[src/rtl/alu_share_ctrl.sv]
// Purpose: round-robin share of one combinational ALU between two valid/ready requesters.
// Latency: accept in cycle N -> result valid in N+2 (N+1+MUL_LAT for mul ctrl 3'b111).
// Backpressure: result held in HOLD until res_ready_i; no new accept until the cycle after.
module alu_share_ctrl #(
    parameter int MUL_LAT = 3
) (
    input  logic        clk_i,
    input  logic        rst_i,
    input  logic        req0_valid_i,
    output logic        req0_ready_o,
    input  logic [31:0] req0_data1_i,
    input  logic [31:0] req0_data2_i,
    input  logic [2:0]  req0_ctrl_i,
    input  logic        req1_valid_i,
    output logic        req1_ready_o,
    input  logic [31:0] req1_data1_i,
    input  logic [31:0] req1_data2_i,
    input  logic [2:0]  req1_ctrl_i,
    output logic [31:0] alu_data1_o,
    output logic [31:0] alu_data2_o,
    output logic [2:0]  alu_ctrl_o,
    input  logic [31:0] alu_data_i,
    output logic        res_valid_o,
    input  logic        res_ready_i,
    output logic [31:0] res_data_o,
    output logic        res_id_o
);

    typedef enum logic [1:0] {IDLE, EXEC, HOLD} state_t;

    // Counter only has to reach MUL_LAT-1; keep at least one bit.
    localparam int          CW       = (MUL_LAT > 1) ? $clog2(MUL_LAT) : 1;
    localparam logic [2:0]  CTRL_MUL = 3'b111;
    localparam logic [CW-1:0] MUL_CNT = CW'(MUL_LAT - 1);

    state_t        state, state_nxt;
    logic          rr;
    logic [CW-1:0] cnt;
    logic [31:0]   op_data1, op_data2;
    logic [2:0]    op_ctrl;
    logic          owner;
    logic [31:0]   res_data;
    logic          res_id;

    logic          grant0, grant1, accept;
    logic [31:0]   win_data1, win_data2;
    logic [2:0]    win_ctrl;

    // Arbitration: a lone valid requester wins; on a tie rr picks (0 -> req0).
    always_comb begin
        grant0    = req0_valid_i & (~req1_valid_i | ~rr);
        grant1    = req1_valid_i & (~req0_valid_i | rr);
        win_data1 = grant1 ? req1_data1_i : req0_data1_i;
        win_data2 = grant1 ? req1_data2_i : req0_data2_i;
        win_ctrl  = grant1 ? req1_ctrl_i  : req0_ctrl_i;
    end

    // State register.
    always_ff @(posedge clk_i) begin
        if (rst_i) state <= IDLE;
        else       state <= state_nxt;
    end

    // Next state, handshake readys and ALU drive.
    always_comb begin
        state_nxt    = state;
        req0_ready_o = 1'b0;
        req1_ready_o = 1'b0;
        accept       = 1'b0;
        alu_data1_o  = '0;
        alu_data2_o  = '0;
        alu_ctrl_o   = '0;
        case (state)
            IDLE: begin
                if (!rst_i) begin
                    req0_ready_o = grant0;
                    req1_ready_o = grant1;
                    accept       = grant0 | grant1;
                end
                if (accept) state_nxt = EXEC;
            end
            EXEC: begin
                alu_data1_o = op_data1;
                alu_data2_o = op_data2;
                alu_ctrl_o  = op_ctrl;
                if (cnt == '0) state_nxt = HOLD;
            end
            HOLD: begin
                alu_data1_o = op_data1;
                alu_data2_o = op_data2;
                alu_ctrl_o  = op_ctrl;
                if (res_ready_i) state_nxt = IDLE;
            end
            default: state_nxt = IDLE;
        endcase
    end

    // Operand latch, rr pointer, hold counter and result capture.
    always_ff @(posedge clk_i) begin
        if (rst_i) begin
            rr       <= 1'b0;
            cnt      <= '0;
            op_data1 <= '0;
            op_data2 <= '0;
            op_ctrl  <= '0;
            owner    <= 1'b0;
            res_data <= '0;
            res_id   <= 1'b0;
        end else begin
            if (accept) begin
                op_data1 <= win_data1;
                op_data2 <= win_data2;
                op_ctrl  <= win_ctrl;
                owner    <= grant1;
                rr       <= ~grant1;
                cnt      <= (win_ctrl == CTRL_MUL) ? MUL_CNT : '0;
            end
            if (state == EXEC) begin
                if (cnt == '0) begin
                    res_data <= alu_data_i;
                    res_id   <= owner;
                end else begin
                    cnt <= cnt - 1'b1;
                end
            end
        end
    end

    // HOLD is exactly the window in which a result is offered.
    assign res_valid_o = (state == HOLD);
    assign res_data_o  = res_data;
    assign res_id_o    = res_id;

endmodule
[config.mk]
export PLATFORM = sky130hd
export DESIGN_NAME = alu_share_ctrl
export DESIGN_NICKNAME = d
export VERILOG_FILES = /design/src/rtl/alu_share_ctrl.sv
export SDC_FILE = /design/constraint.sdc
export NUM_CORES = 1
export LEC_CHECK = 0
export CORE_MARGIN = 2
export CORE_UTILIZATION = 35
export CTS_CLUSTER_DIAMETER = 100
export DETAILED_ROUTE_END_ITERATION = 6
export PLACE_DENSITY = 0.77
export SLEW_MARGIN = 0
export SYNTH_ARGS = -nofsm -noshare
export SYNTH_HDL_FRONTEND = slang
export SYNTH_SLANG_ARGS = --single-unit
[constraint.sdc]
create_clock -name clk_i -period 1.7 [get_ports clk_i]
set_input_delay 0.34 -clock clk_i [delete_from_list [all_inputs] [get_ports clk_i]]
set_output_delay 0.34 -clock clk_i [all_outputs]
set_load 0.005 [all_outputs]
==> results.toml, run 1 <==
[power]
ir_drop_mv = 0.528
power.total_uw = 8200
p_int_uw = 5840
p_seq_frac = 0.355
switching_share = 0.287
power_density_mw_per_mm2 = 920
p_sw_uw = 2350
p_leak_uw = 0.00368
p_clk_frac = 0.238
p_comb_frac = 0.407

[critical_path]
rr_startpoint = "state[0]"
r2r_cells = 9
critPathArrivalTime_ps = 1660
cp_top_family = "buffers and inverters"
rrSetupSlack_ps = -40
crit_top_cell = "buf_6"
startpoint_type = "flip-flop"
crit_type = "reg2out"
cp_max_fo = 6
cp_slowest_stage_delay_ps = 340
path_cells = "inv_2 > ha_4 > buf_6 > buf_8 > buf_16 > and2_4 > buf_6"
cp_slowest_cell = "dfxtp_2"
end_kind = "primary output"
critPathBufInv = 5
worst_r2r_endpoint = "op_data2[8]"
required_ps = 1360

[yosys]
synthMuxAreaShare = 0.0635
ys_warn_count = 0
yosys.area_share.simple = 0.226
synth_top_family_by_area = "simple AND/OR/NAND/NOR gates"
synthTopCellsByCount = "106 x dfxtp_1, 73 x nor2_1, 68 x and2_1, 68 x nand2_1, 39 x a222oi_1"
yosys.area.top_type = "dfxtp_1"
synth_cell_type_count = 35
netlist_area_mm2 = 0.00473
ys_ff_latch = 106
syn_inst = 531
synthArstFlopShare = 0
synth_edf_count = 0
synth_area_leaders = "dfxtp_1 45%, and2_1 9.0%, a222oi_1 8.3%, mux2i_1 6.4%, nor2_1 5.8%"
synth_compound_area_frac = 0.189
avgSynthCellArea_um2 = 8.90
yosysMostFrequentCell = "dfxtp_1"
synth_top_cell_area_share = 0.449
synth_nets = 706
ys_seq_area_frac = 0.449
synthFlopType = "dfxtp_1"
synth_xor_area_frac = 0
synth_fa_ha_area_frac = 0.0106

[die]
start_util = 0.358
num_rows = 42
die_h_um = 120
die_area_mm2 = 0.0144
die_w_um = 120
io-pin-count = 274
core_mm2 = 0.0132

[sta]
finalSetupTns_ps = -15960
finalHoldViolations = 0
worst_pin_slew_ps = 710
fin_ws_ps = -298
rsz0062_at_grt = "yes"
finalSetupViolCount = 76
fmax_mhz = 501
layout_min_cycle_time_ps = 2000
timing.final.crit_share = 1.18
slew_viol_final = 0
timing.hold.ws_ps = 454
fin_skew_ps = 5.09
max_slew_margin = 0.527

[drt]
via_count = 5240
wire_per_inst_um = 18.1
ant_nets = 0
firstDrtPassIters = 5
via_per_inst = 5.21
drc = 0
drt-total-wl_mm = 18.2
drt_iter0_markers = 336

[layout]
fin_cells = 1005
syn2layout_area_growth_pct = 88.4
nets = 1000
drive_gt1_frac = 0.276
diodes = 0
postLayoutCoreUtil = 0.675

[cts]
path_clk_slew_ps = 70
cts_max_level = 3
worstSkewPairLatency_ps = 340
numCtsBuffers = 9
cts_buffer_depth = 2
cts_root_buffer = "clkbuf_16"
cts_tree = "done"
clock_sinks = 106

[hold_path]
min_path_type = "reg2reg"
min_from = "res_data_o[22]"
min_delay_path_depth = 2
whs_endpoint = "res_data_o[22]"

[grt]
grt_pass1_wl_mm = 26.0
antenna_found_initial = 0
grt_use_total = 0.227
grt_max_degree = 67
grt_pass1_vias = 5140
overflow = 0

[placement]
io_buffers = 273
routabilityCongestion = 0.813
place.detailed.instances = 956
detailedPlacementHpwl_mm = 11.3

[status]
violations = "setup timing"
outcome = "finished with violations"

[job]
max_cap_violations = 0
==> sequential cells by signal, indices dropped and copies added (netlist names), 2 cells and up <==
signal      count
op_data1       32
state           2
cnt             2
res_data_o     32
op_ctrl         3
op_data2       32
==> how the worst max path moves through the flow <==
stage | end | start | cells past startpoint | slack, ps
global route | alu_data2_o[25] | state[0] | 7 | -350
global placement | req0_ready_o | req1_valid_i | 5 | -380
floorplan | op_data2[14] | state[0] | 8 | 20
finish | alu_data2_o[25] | state[0] | 7 | -300
CTS | alu_data1_o[23] | state[1] | 8 | -370
detailed placement | req0_ready_o | req1_valid_i | 5 | -390
==> kinds of logic after synthesis <==
family	count (synthesis)
flops	106
mux	30
fa+ha+maj	4
compound gates	111
simple gates	225
buf+inv	55
==> layout by cell type (no fill, tap or decap), types with 3 or more instances in the layout <==
| cell | instances |
|---|---|
| a211oi_1 | 17 |
| a211oi_2 | 12 |
| a21oi_1 | 36 |
| a222oi_1 | 39 |
| and2_1 | 14 |
| and2_4 | 54 |
| buf_12 | 14 |
| buf_16 | 9 |
| buf_2 | 15 |
| buf_4 | 19 |
| buf_6 | 64 |
| buf_8 | 3 |
| clkbuf_16 | 16 |
| clkdlybuf4s50_1 | 201 |
| dfxtp_1 | 103 |
| dfxtp_2 | 3 |
| inv_1 | 3 |
| mux2i_1 | 27 |
| nand2_1 | 68 |
| nor2_1 | 71 |
| nor3_1 | 3 |
==> tightest hold or removal path, cell delays in order (launching register included) <==
cell and delay, ps:
dfxtp_1 310, nand2_1 50, a21oi_1 50
==> repair_timing <==
| item | in CTS | in global routing |
|---|---|---|
| buffers inserted | 13 | 7 |
| gates resized for setup | 393 | 44 |
| endpoints found under the setup margin | 106 | 134 |
| pin swaps | 42 | 16 |
| hold endpoints to repair | 0 | 0 |
| hold buffers | 0 | 0 |
| gates cloned | 9 | 7 |
==> power by group through the flow <==
stage | logic (µW) | clock network, µW | registers, µW
4_1_cts | 3070 | 1990 | 2900
6_report | 3340 | 1950 | 2910
2_1_floorplan | 1010 | 0 | 2920
5_1_grt | 3530 | 2090 | 2940
3_3_place_gp | 2140 | 0 | 2920
3_5_place_dp | 2190 | 0 | 2940
==> final cells by class <==
class | instances | area, µm²
fillers | 1011 | 4290
clock buffers | 13 | 260
multi-input cells | 370 | 2560
inverters | 5 | 18.8
clock inverters | 2 | 12.5
well taps | 176 | 220
flip-flops and latches | 106 | 2130
repair buffers | 333 | 3710
==> through the flow <==
step | worst slack, ps | instance area (µm²)
2_1_floorplan | 21.0 | 4730
3_3_place_gp | -381 | 7730
3_5_place_dp | -390 | 7730
4_1_cts | -370 | 8490
5_1_grt | -352 | 8900
6_report | -298 | 8900
==> routing by layer <==
metal | vias to the layer above | part of all wire | GRT usage
met5 | - | 0 | 0
met3 | 38 | 0.080 | 0.0670
li1 | 2460 | - | -
met1 | 2478 | 0.38 | 0.247
met2 | 264 | 0.52 | 0.417
met4 | 0 | 0.027 | 0.0801
Power figures use the tool's default switching activity.
==> inputs of run 2 (changes only) <==
--- a/config.mk
+++ b/config.mk
@@ -5,7 +5,6 @@
 export SDC_FILE = /design/constraint.sdc
 export NUM_CORES = 1
 export LEC_CHECK = 0
-export CORE_MARGIN = 2
 export CORE_UTILIZATION = 35
 export CTS_CLUSTER_DIAMETER = 100
 export DETAILED_ROUTE_END_ITERATION = 6
==> results.toml, run 2 (same netlist as run 1, synthesis figures left out) <==
[grt]
grt_pass1_wl_mm = 24.1
antenna_found_initial = 0
grt_max_degree = 45
grt_pass1_vias = 4882
grt_use_total = 0.218
overflow = 0

[sta]
fmax_mhz = 504
slew_viol_final = 0
finalSetupViolCount = 69
finalHoldViolations = 0
fin_skew_ps = 6.15
finalSetupTns_ps = -16680
fin_ws_ps = -283
worst_pin_slew_ps = 553
timing.final.crit_share = 1.17
max_slew_margin = 0.631
layout_min_cycle_time_ps = 1980
rsz0062_at_grt = "yes"

[critical_path]
rr_startpoint = "state[0]"
required_ps = 1360
critPathArrivalTime_ps = 1640
cp_top_family = "buffers and inverters"
path_cells = "inv_2 > ha_4 > buf_6 > buf_12 > buf_8 > and2_4 > buf_6"
startpoint_type = "flip-flop"
critPathBufInv = 5
cp_slowest_stage_delay_ps = 340
cp_max_fo = 7
rrSetupSlack_ps = 60
r2r_cells = 8
crit_top_cell = "buf_6"
crit_type = "reg2out"
cp_slowest_cell = "dfxtp_2"
end_kind = "primary output"
worst_r2r_endpoint = "op_data1[29]"

[drt]
wl_met2_mm = 8.90
wire_per_inst_um = 17.0
via_per_inst = 5.14
via_count = 5131
wl_met3_mm = 1.01
firstDrtPassIters = 7
ant_nets = 0
routed.top_layer = "met4"
wl_met1_mm = 6.54
drc = 0
drt_iter0_markers = 453
drt-total-wl_mm = 17.0

[cts]
clock_sinks = 106
numCtsBuffers = 9
worstSkewPairLatency_ps = 340
cts_tree = "done"
cts_root_buffer = "clkbuf_16"
cts_max_level = 3
cts_buffer_depth = 2
path_clk_slew_ps = 70

[hold_path]
min_from = "res_data_o[19]"
min_delay_path_depth = 2
min_path_type = "reg2reg"
whs_endpoint = "res_data_o[19]"

[die]
io-pin-count = 274
num_rows = 42
core_mm2 = 0.0132
start_util = 0.358
die_area_mm2 = 0.0140
die_w_um = 118
die_h_um = 118

[job]
max_cap_violations = 0

[placement]
routabilityCongestion = 0.831
io_buffers = 273
detailedPlacementHpwl_mm = 11.0

[layout]
postLayoutCoreUtil = 0.672
diodes = 0
nets = 993
drive_gt1_frac = 0.284
layout_commonest_cell = "clkdlybuf4s50_1"
syn2layout_area_growth_pct = 87.7
final_cell_mix = "201 x clkdlybuf4s50_1, 104 x dfxtp_1, 74 x buf_6"

[status]
violations = "setup timing"
outcome = "finished with violations"

[power]
p_leak_uw = 0.00363
power_density_mw_per_mm2 = 914
power.total_uw = 8110
ir_drop_mv = 0.544
## run 2: cell count changes in the layout (fill, tap and decap cells not counted), moves of 2 or more
cell,change
clkbuf_1,-2
inv_6,+2
clkbuf_8,-2
and2_4,+13
buf_6,+10
buf_2,-15
buf_4,+2
buf_16,-4
and2_1,-13
## run 2: cell type report
class / instances / area (µm²)
Multi-Input combinational cell: 370 / 2560
Fill cell: 1037 / 4320
Inverter: 5 / 18.8
Clock inverter: 7 / 76.3
Clock buffer: 9 / 225
Timing Repair Buffer: 326 / 3640
Tap cell: 176 / 220
Sequential cell: 106 / 2120
## run 2: where the power goes
group          internal [µW]  total (µW)  switching (µW)
registers               2760        2910             153
logic                   1870        3090            1220
clock network           1150        2110             955
total                   5780        8110            2330
## run 2: worst max path at each step
stage,from,cells after the start,slack (ps),endpoint
2_1_floorplan,state[0],8,20,op_data2[14]
3_3_place_gp,req1_valid_i,4,-420,req1_ready_o
3_5_place_dp,req1_valid_i,4,-430,req1_ready_o
4_1_cts,state[1],7,-280,alu_data2_o[29]
5_1_grt,state[0],7,-330,alu_data2_o[29]
6_report,state[0],7,-280,alu_data2_o[29]
## run 2: layer usage
layer  track usage  vias to the layer above
met3        0.0492                       33
met1         0.238                     2420
li1              -                     2441
met5             0                        -
met4        0.0929                        0
met2         0.402                      237
## run 2: worst min-delay path: stages (launching register included)
cell and delay [ps]:
dfxtp_1 310, nand2_1 50, a21oi_1 50
## run 2: repair_timing
item / 4_1_cts / 5_1_grt
gates resized for setup: 395 / 49
pin swaps: 54 / 18
hold buffers: 0 / 0
gates cloned: 5 / 7
endpoints found under the setup margin: 97 / 116
buffers inserted: 5 / 2
## run 2: stage by stage
| step | instance area, µm² | hold slack (ps) | instances | worst slack, ps |
|---|---|---|---|---|
| after detailed placement | 7800 | 449 | 964 | -433 |
| final | 8870 | 458 | 999 | -283 |
| after floorplan | 4730 | 432 | 531 | 21.0 |
| after global placement | 7800 | 442 | 964 | -423 |
| after CTS | 8450 | 457 | 990 | -275 |
| after global routing | 8870 | 477 | 999 | -331 |
==> inputs of run 3 (changes only) <==
--- a/config.mk
+++ b/config.mk
@@ -9,6 +9,7 @@
 export CTS_CLUSTER_DIAMETER = 100
 export DETAILED_ROUTE_END_ITERATION = 6
 export PLACE_DENSITY = 0.77
+export REMOVE_ABC_BUFFERS = 1
 export SLEW_MARGIN = 0
 export SYNTH_ARGS = -nofsm -noshare
 export SYNTH_HDL_FRONTEND = slang
==> results.toml, run 3 (same netlist as run 1, synthesis figures left out) <==
[status]
outcome = "finished with violations"
violations = "setup timing"

[cts]
cts_max_level = 3
path_clk_slew_ps = 80
numCtsBuffers = 9
ctsHoldBuffers = 0
clock_sinks = 106
cts_tree = "done"
worstSkewPairLatency_ps = 340
cts_buffer_depth = 2
cts_root_buffer = "clkbuf_16"

[layout]
nets = 1000
syn2layout_area_growth_pct = 89.8
fill_cells = 1017
diodes = 0
final_cell_mix = "202 x clkdlybuf4s50_1, 104 x dfxtp_1, 72 x nor2_1, 72 x buf_6, 68 x nand2_1"
final_area_mm2 = 0.00897
drive_gt1_frac = 0.287
postLayoutCoreUtil = 0.680
layout_commonest_cell = "clkdlybuf4s50_1"

[sta]
fin_ws_ps = -286
timing.final.crit_share = 1.17
timing.hold.ws_ps = 454
slew_viol_final = 0
finalSetupTns_ps = -13660
layout_min_cycle_time_ps = 1990
fin_skew_ps = 6.34
finalSetupViolCount = 69
finalHoldViolations = 0
worst_pin_slew_ps = 803
fmax_mhz = 504
max_slew_margin = 0.465
rsz0062_at_grt = "yes"

[drt]
drt_iter0_markers = 434
wire_per_inst_um = 18.4
ant_nets = 0
drc = 0
firstDrtPassIters = 6
drt-total-wl_mm = 18.5
via_count = 5254
via_per_inst = 5.22

[power]
p_leak_uw = 0.00368
power_density_mw_per_mm2 = 926
ir_drop_mv = 0.753

[critical_path]
required_ps = 1360
cp_max_fo = 7
crit_type = "reg2out"
critPathArrivalTime_ps = 1650
path_cells = "inv_2 > ha_4 > buf_12 > buf_12 > buf_16 > and2_4 > buf_6"
end_kind = "primary output"
cp_slowest_cell = "dfxtp_2"
startpoint_type = "flip-flop"
crit_top_cell = "buf_12"
cp_slowest_stage_delay_ps = 340

[die]
io-pin-count = 274
die_area_mm2 = 0.0140
core_mm2 = 0.0132
start_util = 0.358
num_rows = 42
die_h_um = 118
die_w_um = 118

[placement]
placement.cell_area_mm2 = 0.00772
detailedPlacementHpwl_mm = 11.0
routabilityCongestion = 0.861
io_buffers = 273
dp_slack_ps = -473

[grt]
grt_max_degree = 73
grt_pass1_vias = 5169
overflow = 0
antenna_found_initial = 0
grt_pass1_wl_mm = 26.0
grt_use_total = 0.237

[hold_path]
min_path_type = "reg2reg"

[job]
max_cap_violations = 0
run 3: metrics by stage:
step | total power [µW] | cells
finish | 8300 | 1006
global route | 8680 | 1006
CTS | 8100 | 995
detailed placement | 5120 | 958
global placement | 5050 | 958
floorplan | 3790 | 481
run 3: routing by layer:
metal / wire, µm / global-route usage / share of wire
met1: 6960 / 0.255 / 0.38
met2: 9580 / 0.436 / 0.52
met3: 1260 / 0.0574 / 0.068
met4: 658 / 0.107 / 0.036
met5: 0 / 0 / 0
run 3: cell type report:
| cell class | instances | area, µm² | area share |
|---|---|---|---|
| clock buffers | 9 | 225 | 0.0251 |
| clock inverters | 7 | 100 | 0.0112 |
| inverters | 5 | 18.8 | 0.00209 |
| multi-input cells | 370 | 2540 | 0.284 |
| flip-flops and latches | 106 | 2120 | 0.237 |
| well taps | 176 | 220 | 0.0246 |
| repair buffers | 333 | 3740 | 0.417 |
run 3: power by group:
part           leakage (µW)  internal [µW]  switching [µW]
Combinational       0.00266           1850            1270
Clock              0.000149           1300             970
Sequential         0.000869           2760             147
run 3: worst paths after layout:
check,depth (start not counted),to,slack (ps),from
min,2,res_data_o[23],450,res_data_o[23]
min reg2reg,2,res_data_o[23],450,res_data_o[23]
max reg2reg,8,op_data2[13],-80,state[0]
max,7,alu_data1_o[16],-290,state[0]
run 3: what timing repair did:
action | in CTS | in global routing
pin swaps | 53 | 46
endpoints found under the hold margin | 0 | 0
setup buffers | 13 | 4
gates resized for setup | 372 | 69
endpoints found under the setup margin | 110 | 139
cloned | 9 | 13
run 3: critical path: cells and delay by family (launching register included):
| kind | cells | cell delay, ps |
|---|---|---|
| adder cells (fa/ha/maj) | 1 | 270 |
| buffers and inverters | 5 | 560 |
| flip-flops | 1 | 340 |
| AND/OR/NAND/NOR | 1 | 130 |
